===== src/rtl/multicycle_control_pkg.sv =====
// Shared encodings for the multicycle RV32I control FSM: states, opcodes,
// mux select codes, error codes and the control-word bundle.
package multicycle_control_pkg;

  localparam int unsigned STATE_W = 4;

  localparam logic [STATE_W-1:0] S_FETCH  = 4'd0;
  localparam logic [STATE_W-1:0] S_DECODE = 4'd1;
  localparam logic [STATE_W-1:0] S_MEMADR = 4'd2;
  localparam logic [STATE_W-1:0] S_MEMRD  = 4'd3;
  localparam logic [STATE_W-1:0] S_MEMWB  = 4'd4;
  localparam logic [STATE_W-1:0] S_MEMWR  = 4'd5;
  localparam logic [STATE_W-1:0] S_EXECR  = 4'd6;
  localparam logic [STATE_W-1:0] S_ALUWB  = 4'd7;
  localparam logic [STATE_W-1:0] S_BEQ    = 4'd8;
  localparam logic [STATE_W-1:0] S_HALT   = 4'd15;

  localparam logic [6:0] OP_LOAD   = 7'b0000011;
  localparam logic [6:0] OP_STORE  = 7'b0100011;
  localparam logic [6:0] OP_RTYPE  = 7'b0110011;
  localparam logic [6:0] OP_BRANCH = 7'b1100011;

  localparam logic [1:0] ALUOP_ADD   = 2'b00;
  localparam logic [1:0] ALUOP_SUB   = 2'b01;
  localparam logic [1:0] ALUOP_FUNCT = 2'b10;

  localparam logic [1:0] SRC_A_PC    = 2'b00;
  localparam logic [1:0] SRC_A_OLDPC = 2'b01;
  localparam logic [1:0] SRC_A_REG   = 2'b10;

  localparam logic [1:0] SRC_B_REG  = 2'b00;
  localparam logic [1:0] SRC_B_IMM  = 2'b01;
  localparam logic [1:0] SRC_B_FOUR = 2'b10;

  localparam logic [1:0] RES_ALUOUT = 2'b00;
  localparam logic [1:0] RES_DATA   = 2'b01;
  localparam logic [1:0] RES_ALU    = 2'b10;

  localparam logic ADR_PC     = 1'b0;
  localparam logic ADR_RESULT = 1'b1;

  localparam logic [1:0] ERR_NONE    = 2'b00;
  localparam logic [1:0] ERR_ILLEGAL = 2'b01;
  localparam logic [1:0] ERR_TIMEOUT = 2'b10;

  typedef struct packed {
    logic [1:0] alu_op;
    logic [1:0] src_a;
    logic [1:0] src_b;
    logic [1:0] result_src;
    logic       adr_src;
    logic       mem_read;
    logic       mem_write;
    logic       ir_write;
    logic       pc_write;
    logic       reg_write;
    logic       halt;
  } ctrl_t;

endpackage


===== src/rtl/multicycle_control_mem_wait_timer.sv =====
// Counts cycles spent waiting on the memory port and flags a timeout on the
// last allowed waiting cycle unless ready arrives in that same cycle.
module mem_wait_timer #(
  parameter int unsigned MEM_TIMEOUT = 16,
  parameter int unsigned CNT_W       = 5
) (
  input  logic clk,
  input  logic rst_n,
  input  logic clear,
  input  logic waiting,
  input  logic ready,
  output logic timeout_c
);

  localparam logic [CNT_W-1:0] LIMIT = CNT_W'((MEM_TIMEOUT == 0) ? 0 : MEM_TIMEOUT - 1);

  logic [CNT_W-1:0] count;

  // MEM_TIMEOUT of zero disables the compare entirely
  assign timeout_c = (MEM_TIMEOUT != 0) && waiting && !ready && (count == LIMIT);

  always_ff @(posedge clk or negedge rst_n) begin
    if (!rst_n) begin
      count <= '0;
    end else if (clear || ready) begin
      count <= '0;
    end else if (waiting) begin
      count <= count + CNT_W'(1);
    end
  end

endmodule


===== src/rtl/multicycle_control.sv =====
// Main control FSM of the multicycle RV32I core: sequences fetch/decode/
// execute/memory/writeback over one shared memory port with a ready handshake.
module multicycle_control
  import multicycle_control_pkg::*;
#(
  parameter int unsigned MEM_TIMEOUT = 16,
  parameter int unsigned CNT_W       = 5
) (
  input  logic         clk,
  input  logic         rst_n,
  input  logic [6:0]   opcode_in,
  input  logic         zero_in,
  input  logic         mem_ready_in,
  output logic [1:0]   ALUOp_out,
  output logic [1:0]   alu_src_a_out,
  output logic [1:0]   alu_src_b_out,
  output logic [1:0]   result_src_out,
  output logic         adr_src_out,
  output logic         mem_read_out,
  output logic         mem_write_out,
  output logic         ir_write_out,
  output logic         pc_write_out,
  output logic         reg_write_out,
  output logic         halt_out,
  output logic [1:0]   err_code_out,
  output logic [3:0]   state_out
);

  logic [STATE_W-1:0] state, state_nxt;
  logic [1:0]         err_code, err_nxt;
  logic               waiting;
  logic               timeout_c;
  ctrl_t              ctrl;

  assign waiting = (state == S_FETCH) || (state == S_MEMRD) || (state == S_MEMWR);

  mem_wait_timer #(
    .MEM_TIMEOUT(MEM_TIMEOUT),
    .CNT_W      (CNT_W)
  ) u_timer (
    .clk      (clk),
    .rst_n    (rst_n),
    .clear    (state_nxt != state),
    .waiting  (waiting),
    .ready    (mem_ready_in),
    .timeout_c(timeout_c)
  );

  always_ff @(posedge clk or negedge rst_n) begin
    if (!rst_n) begin
      state    <= S_FETCH;
      err_code <= ERR_NONE;
    end else begin
      state    <= state_nxt;
      err_code <= err_nxt;
    end
  end

  // Next-state and error capture
  always_comb begin
    state_nxt = state;
    err_nxt   = err_code;
    case (state)
      S_FETCH, S_MEMRD, S_MEMWR: begin
        if (mem_ready_in) begin
          state_nxt = (state == S_FETCH) ? S_DECODE :
                      (state == S_MEMRD) ? S_MEMWB  : S_FETCH;
        end else if (timeout_c) begin
          state_nxt = S_HALT;
          err_nxt   = ERR_TIMEOUT;
        end
      end
      S_DECODE: begin
        case (opcode_in)
          OP_LOAD, OP_STORE: state_nxt = S_MEMADR;
          OP_RTYPE:          state_nxt = S_EXECR;
          OP_BRANCH:         state_nxt = S_BEQ;
          default: begin
            state_nxt = S_HALT;
            err_nxt   = ERR_ILLEGAL;
          end
        endcase
      end
      S_MEMADR: state_nxt = (opcode_in == OP_STORE) ? S_MEMWR : S_MEMRD;
      S_MEMWB, S_ALUWB, S_BEQ: state_nxt = S_FETCH;
      S_EXECR:  state_nxt = S_ALUWB;
      S_HALT:   state_nxt = S_HALT;
      default:  state_nxt = S_HALT;
    endcase
  end

  // Moore decode by state; ir/pc write gated by ready/zero; all quiet in reset
  always_comb begin
    ctrl = '0;
    case (state)
      S_FETCH: begin
        ctrl.mem_read   = 1'b1;
        ctrl.adr_src    = ADR_PC;
        ctrl.src_a      = SRC_A_PC;
        ctrl.src_b      = SRC_B_FOUR;
        ctrl.alu_op     = ALUOP_ADD;
        ctrl.result_src = RES_ALU;
        ctrl.ir_write   = mem_ready_in;
        ctrl.pc_write   = mem_ready_in;
      end
      S_DECODE: begin
        ctrl.src_a  = SRC_A_OLDPC;
        ctrl.src_b  = SRC_B_IMM;
        ctrl.alu_op = ALUOP_ADD;
      end
      S_MEMADR: begin
        ctrl.src_a  = SRC_A_REG;
        ctrl.src_b  = SRC_B_IMM;
        ctrl.alu_op = ALUOP_ADD;
      end
      S_MEMRD: begin
        ctrl.mem_read   = 1'b1;
        ctrl.adr_src    = ADR_RESULT;
        ctrl.result_src = RES_ALUOUT;
      end
      S_MEMWB: begin
        ctrl.result_src = RES_DATA;
        ctrl.reg_write  = 1'b1;
      end
      S_MEMWR: begin
        ctrl.mem_write  = 1'b1;
        ctrl.adr_src    = ADR_RESULT;
        ctrl.result_src = RES_ALUOUT;
      end
      S_EXECR: begin
        ctrl.src_a  = SRC_A_REG;
        ctrl.src_b  = SRC_B_REG;
        ctrl.alu_op = ALUOP_FUNCT;
      end
      S_ALUWB: begin
        ctrl.result_src = RES_ALUOUT;
        ctrl.reg_write  = 1'b1;
      end
      S_BEQ: begin
        ctrl.src_a      = SRC_A_REG;
        ctrl.src_b      = SRC_B_REG;
        ctrl.alu_op     = ALUOP_SUB;
        ctrl.result_src = RES_ALUOUT;
        ctrl.pc_write   = zero_in;
      end
      S_HALT:  ctrl.halt = 1'b1;
      default: ctrl = '0;
    endcase
    if (!rst_n) begin
      ctrl = '0;
    end
  end

  assign ALUOp_out      = ctrl.alu_op;
  assign alu_src_a_out  = ctrl.src_a;
  assign alu_src_b_out  = ctrl.src_b;
  assign result_src_out = ctrl.result_src;
  assign adr_src_out    = ctrl.adr_src;
  assign mem_read_out   = ctrl.mem_read;
  assign mem_write_out  = ctrl.mem_write;
  assign ir_write_out   = ctrl.ir_write;
  assign pc_write_out   = ctrl.pc_write;
  assign reg_write_out  = ctrl.reg_write;
  assign halt_out       = ctrl.halt;
  assign err_code_out   = err_code;
  assign state_out      = state;

endmodule


===== config.mk =====
export PLATFORM = sky130hd
export DESIGN_NAME = multicycle_control
export DESIGN_NICKNAME = d
export VERILOG_FILES = /design/src/rtl/multicycle_control_pkg.sv /design/src/rtl/multicycle_control_mem_wait_timer.sv /design/src/rtl/multicycle_control.sv
export SDC_FILE = /design/constraint.sdc
export NUM_CORES = 1
export LEC_CHECK = 0
export ABC_AREA = 1
export CAP_MARGIN = 25
export CORE_MARGIN = 4
export CORE_UTILIZATION = 40
export CTS_CLUSTER_SIZE = 28
export DETAILED_ROUTE_END_ITERATION = 10
export PLACE_DENSITY_LB_ADDON = 0.12
export SYNTH_ARGS = -nofsm -noshare
export SYNTH_HDL_FRONTEND = slang
export SYNTH_SLANG_ARGS = --single-unit
export TNS_END_PERCENT = 5

===== constraint.sdc =====
create_clock -name clk -period 1.8 [get_ports clk]
set_input_delay 0.54 -clock clk [delete_from_list [all_inputs] [get_ports clk]]
set_output_delay 0.54 -clock clk [all_outputs]
set_load 0.05 [all_outputs]

* After elaboration in Yosys (flattened, before gate mapping)
Cells that the tools add are included.
** Cells by class
- $add $sub $neg :: 1
- Multiply operators :: 0
- Divide/modulo/power cells :: 0
- $lt $le $gt $ge :: 0
- Equal/unequal tests :: 18
- Shift operators :: 0
- Muxes and demuxes :: 23
- Bitwise gates (word level) :: 0
- Reductions and logical operators :: 17
** Operators by type and width (count)
- $pmux W6 S5 :: 1
- $pmux W4 S5 :: 1
- $eq A4 B3 Y1 const B :: 4
- $mux W15 :: 1
- $eq A7 B6 Y1 const B :: 2
- $pmux W4 S3 :: 1
- $mux W5 :: 2
- $mux W3 :: 3
- $eq A4 B2 Y1 const B :: 2
- $eq A4 B4 Y1 const B :: 2
- $mux W4 :: 2
- $pmux W2 S2 :: 2
- $reduce_or A2 Y1 :: 4
- $eq A7 B2 Y1 const B :: 1
- $eq A7 B7 Y1 const B :: 1
- $mux W1 :: 6
- $mux W2 :: 3
- $ne A2 B2 Y1 const B :: 3
- $reduce_or A3 Y1 :: 2
- $add A5 B1 Y5 const B :: 1
- $eq A5 B4 Y1 const B :: 1
- $eq A4 B1 Y1 const B :: 1
- $logic_not A4 Y1 :: 1
- $ne A4 B4 Y1 :: 1
- 7 further kinds :: 11
** Word-level totals
- Flip-flop bits (word level) :: 11
- Latch bits :: 0
- Bits in writable memories :: 0
- Memory bits (read-only) :: 0
- Bits of input ports :: 11
- Word-level logic and storage cells :: 62
- Memories :: 0

* Logic depth before layout (Yosys ltp)
- Depth in word-level cells :: 11
- Depth in mapped cells :: 11

* Hierarchy
Synthesis repeated with hierarchy kept, for this count alone.
** Unflattened totals
- Cells, all modules :: 158
- Area total of the unflattened synthesis :: 983.4 um^2
** By module, submodules not included
- multicycle_control :: instances 1, cells each 124, area each 696.9 um^2
- mem_wait_timer :: instances 1, cells each 34, area each 286.5 um^2

* Least setup slack after synthesis
OpenSTA, ideal clock, no wires.
- Path kind :: reg-to-output
- Start :: register state[2] (netlist: state_out[2])
- End :: output halt_out
- Data arrival time :: 2.416 ns
- Required time :: 1.260 ns
- Slack :: -1.156 ns
- Cell stages (with the launch flop) :: 3
- Cells stage by stage :: dfrtp_1 -> inv_1 -> nor4_1
** On the way
- Word-level cells in the longest chain between the ends :: 3
** Ends and longest elaborated chain
- start, declared :: line multicycle_control.sv:29 : logic [STATE_W-1:0] state, state_nxt;
- start signal, assigned :: line multicycle_control.sv:54 : state <= state_nxt;
- $eq A4 B4 Y1 :: line multicycle_control.sv:95 : case (state)
- $mux W1 :: line multicycle_control.sv:95
- $mux W15 :: line multicycle_control.sv:149 : if (!rst_n) begin
- end, declared :: line multicycle_control.sv:24 : output logic halt_out,
Every way passes these cells.

* Final worst setup path
- Start :: register state[1] (netlist: state_out[1])
- End :: output pc_write_out
** On the way
- Word-level cells in the longest chain between the ends :: 3
- Elaborated cells between the ends (all ways) :: 4
- Classes of those cells :: 1 x eq/ne; 2 x mux; 1 x reduce/logical
** Ends and longest elaborated chain
- $eq A4 B4 Y1 or $logic_not A4 Y1 (tied branches) :: line multicycle_control.sv:95
- $pmux W1 S2 (*) :: line multicycle_control.sv:95
- $mux W15 (*) :: line multicycle_control.sv:149
- end, declared :: line multicycle_control.sv:22 : output logic pc_write_out,
Every way passes the cells marked *; elsewhere a longest branch is shown, timed or not.

==> results.json <==
{
  "status": "complete, but fails checks",
  "failed_checks": "negative setup slack",
  "worstPathRequired_ns": 1.26,
  "gr-total-overflow": 0,
  "fmax_mhz": 472,
  "dieArea_um2": 3140,
  "netlist_area_um2": 923,
  "synthFlopType": "dfrtp_1",
  "postPlaceCellArea_um2": 1860,
  "netlist_top_cells_count": "nand2_1 (30), inv_1 (24), nor2_1 (23), dfrtp_1 (11)",
  "period_share": 1.18,
  "yosysUniqueCellTypes": 28,
  "yosys_register_bits": 11,
  "die_width_um": 56.0,
  "rsz0062_at_grt": "true",
  "gp_congestion": 0.836,
  "maxSlewViolCount": 0,
  "setup_viol": 20,
  "finalHoldViolCount": 0,
  "yosysWarnings": 0,
  "setup.worst_path.class": "reg -> out",
  "n_antenna_cell": 0,
  "seqPwrFrac": 0.501,
  "combPwrFrac": 0.172,
  "cts_max_path_buffers": 2,
  "vias": 1157,
  "power_uw": 493,
  "synth_top_cell_area_share": 0.298,
  "p_sw_uw": 121,
  "grtUsageTotal": 0.213,
  "end_kind": "primary output",
  "io_buffers": 31,
  "drive_above_1_share": 0.532,
  "slowest_stage": "dfrtp_4",
  "synth.area.top_cells": "dfrtp_1 (30%), nand2_1 (12%), inv_1 (9.8%)",
  "drt_iter0_drc": 43,
  "critical_path_buf_inv_count": 1,
  "clkPwrFrac": 0.328,
  "setup_ws_ns": -0.320,
  "startpoint_type": "flip-flop",
  "regArea_um2": 288,
  "nFillCells": 101,
  "fin_hold_ws_ns": 0.528,
  "critical_path_arrival_ns": 1.58,
  "cts_max_level": 1,
  "powerDensity_nw_per_um2": 252,
  "clockRootBuffer": "clkbuf_4",
  "clock-sinks": 11,
  "synth_edf_count": 0,
  "syn_area_per_cell_um2": 6.50,
  "layout.cells.non_filler": 231,
  "synth-seq-area-share": 0.298,
  "multiInputGateArea_um2": 762,
  "initial_core_util": 0.417,
  "syn_to_final_growth_pct": 112,
  "skew_ns": 0.00751,
  "grt_pass1_wl_mm": 5.41,
  "slowest_delay_ns": 0.51,
  "cts_buffers": 3,
  "crit_fanout": 4,
  "synthArstFlopShare": 1.00,
  "final_area_um2": 1950,
  "rows": 17,
  "p_int_uw": 372,
  "grt_max_degree": 12,
  "tightestPinTransition_ns": 0.261,
  "switching_share": 0.246,
  "synth_nets": 155,
  "cp_cell_sequence": "nor2_4 > nand2_2 > nor2_4 > nand2_2 > a21oi_4 > buf_12",
  "dp_cells": 227,
  "synth.most_common_cell": "nand2_1",
  "die_h_um": 56.0,
  "path_clk_slew_ns": 0.07,
  "syn_inst": 142,
  "yosys.area.top_type": "dfrtp_1",
  "antenna_found_initial": 0,
  "hp-class": "in -> async",
  "wl_per_cell_um": 14.0,
  "coreArea_um2": 2210,
  "cts_tree": "done",
  "finalWirelength_mm": 3.23,
  "max_slew_margin": 0.824,
  "ant_nets": 0,
  "ios": 32,
  "dp_hpwl_mm": 2.56,
  "nets": 217,
  "drt-vias-per-instance": 5.01,
  "max-vdd-ir-drop_mv": 0.567,
  "drc": 0,
  "drtPass1Iterations": 4,
  "max-cap-violations": 0,
  "cpLargestDelayFamily": "flip-flops",
  "clock_latency_ns": 0.26,
  "p_leak_nw": 0.867,
  "grt_pass1_vias": 1230,
  "layout_min_cycle_time_ns": 2.12
}
-- cell families (layout without fill, tap and decap cells) --
| kind of cell | Yosys count | after routing | synth area share |
|---|---|---|---|
| flops | 11 | 11 | 0.298 |
| compound gates | 13 | 13 | 0.0772 |
| mux | 2 | 2 | 0.0230 |
| buf+inv | 29 | 90 | 0.122 |
| fa+ha+maj | 2 | 2 | 0.0271 |
| xor+xnor | 3 | 3 | 0.0285 |
| simple gates | 82 | 82 | 0.424 |
-- power by group through the flow --
stage	combinational [mW]	clock, mW	sequential [mW]
after floorplan	0.0319	0	0.252
after global placement	0.0775	0	0.252
after detailed placement	0.0801	0	0.252
after CTS	0.0832	0.166	0.247
after global routing	0.0909	0.187	0.247
final	0.0846	0.162	0.247
-- state kept, by name, summed over array words and instances, names as in the netlist --
register,cells
err_code_out,2
state_out,4
u_timer.count,5
-- layout make-up --
class	instances	area share
repair buffers	59	0.378
inverters	27	0.0531
well taps	28	0.0179
flip-flops and latches	11	0.147
multi-input cells	102	0.390
clock buffers	4	0.0134
-- cell usage in the layout (no fill, tap or decap), types with 2 or more instances in the layout --
master / n
a21oi_4: 5
nor2_4: 14
nor3_1: 5
a21oi_1: 3
dfrtp_4: 3
nor2_1: 8
nand2_1: 25
a21oi_2: 2
inv_1: 17
ha_1: 2
buf_12: 21
xnor2_1: 2
dfrtp_1: 7
nand2_4: 3
dlygate4sd2_1: 2
nand4_1: 2
clkdlybuf4s50_1: 8
nand3_1: 7
nand3_2: 4
buf_6: 3
clkbuf_4: 3
nor2_2: 4
inv_2: 9
buf_4: 25
nand2_2: 5
-- through the flow --
| stage | setup WS (ns) | utilization | setup TNS, ns |
|---|---|---|---|
| after floorplan | -0.136 | - | -0.997 |
| final | -0.320 | 0.883 | -3.81 |
| after global placement | -0.408 | 0.840 | -7.74 |
| after global routing | -0.388 | 0.883 | -5.48 |
| after detailed placement | -0.539 | 0.840 | -9.15 |
| after CTS | -0.312 | 0.875 | -3.62 |
-- metal layers --
metal	up-vias	track usage	routed length [um]
met5	-	0	0
met4	0	0.0475	32
met3	4	0.0487	166
met2	38	0.419	1850
met1	542	0.223	1180
li1	573	-	-
-- worst paths after layout --
kind / cells past startpoint / slack [ns] / start / end
worst max register to register: 11 / -0.09 / state_out[1] / u_timer.count[0]
worst min-delay path: 3 / 0.53 / rst_n / u_timer.count[2]
worst min register to register: 1 / 0.56 / err_code_out[0] / err_code_out[0]
max in group asynchronous: 3 / 1.10 / rst_n / state_out[1]
min in group clk: 1 / 0.56 / err_code_out[0] / err_code_out[0]
worst max-delay path: 6 / -0.32 / state_out[1] / pc_write_out
-- worst min-delay path: cells and delay by family --
kind | cells | cell delay, ns
buf+inv | 3 | 0.60
-- what timing repair did --
item                       4_1_cts  5_1_grt
gates resized for setup         18        6
setup endpoints to repair       20       20
hold buffers                     0        0
pin swaps                       10        5
hold endpoints to repair         0        0
buffers inserted                 0        0
Note: power is estimated with default switching activity, not from simulation.
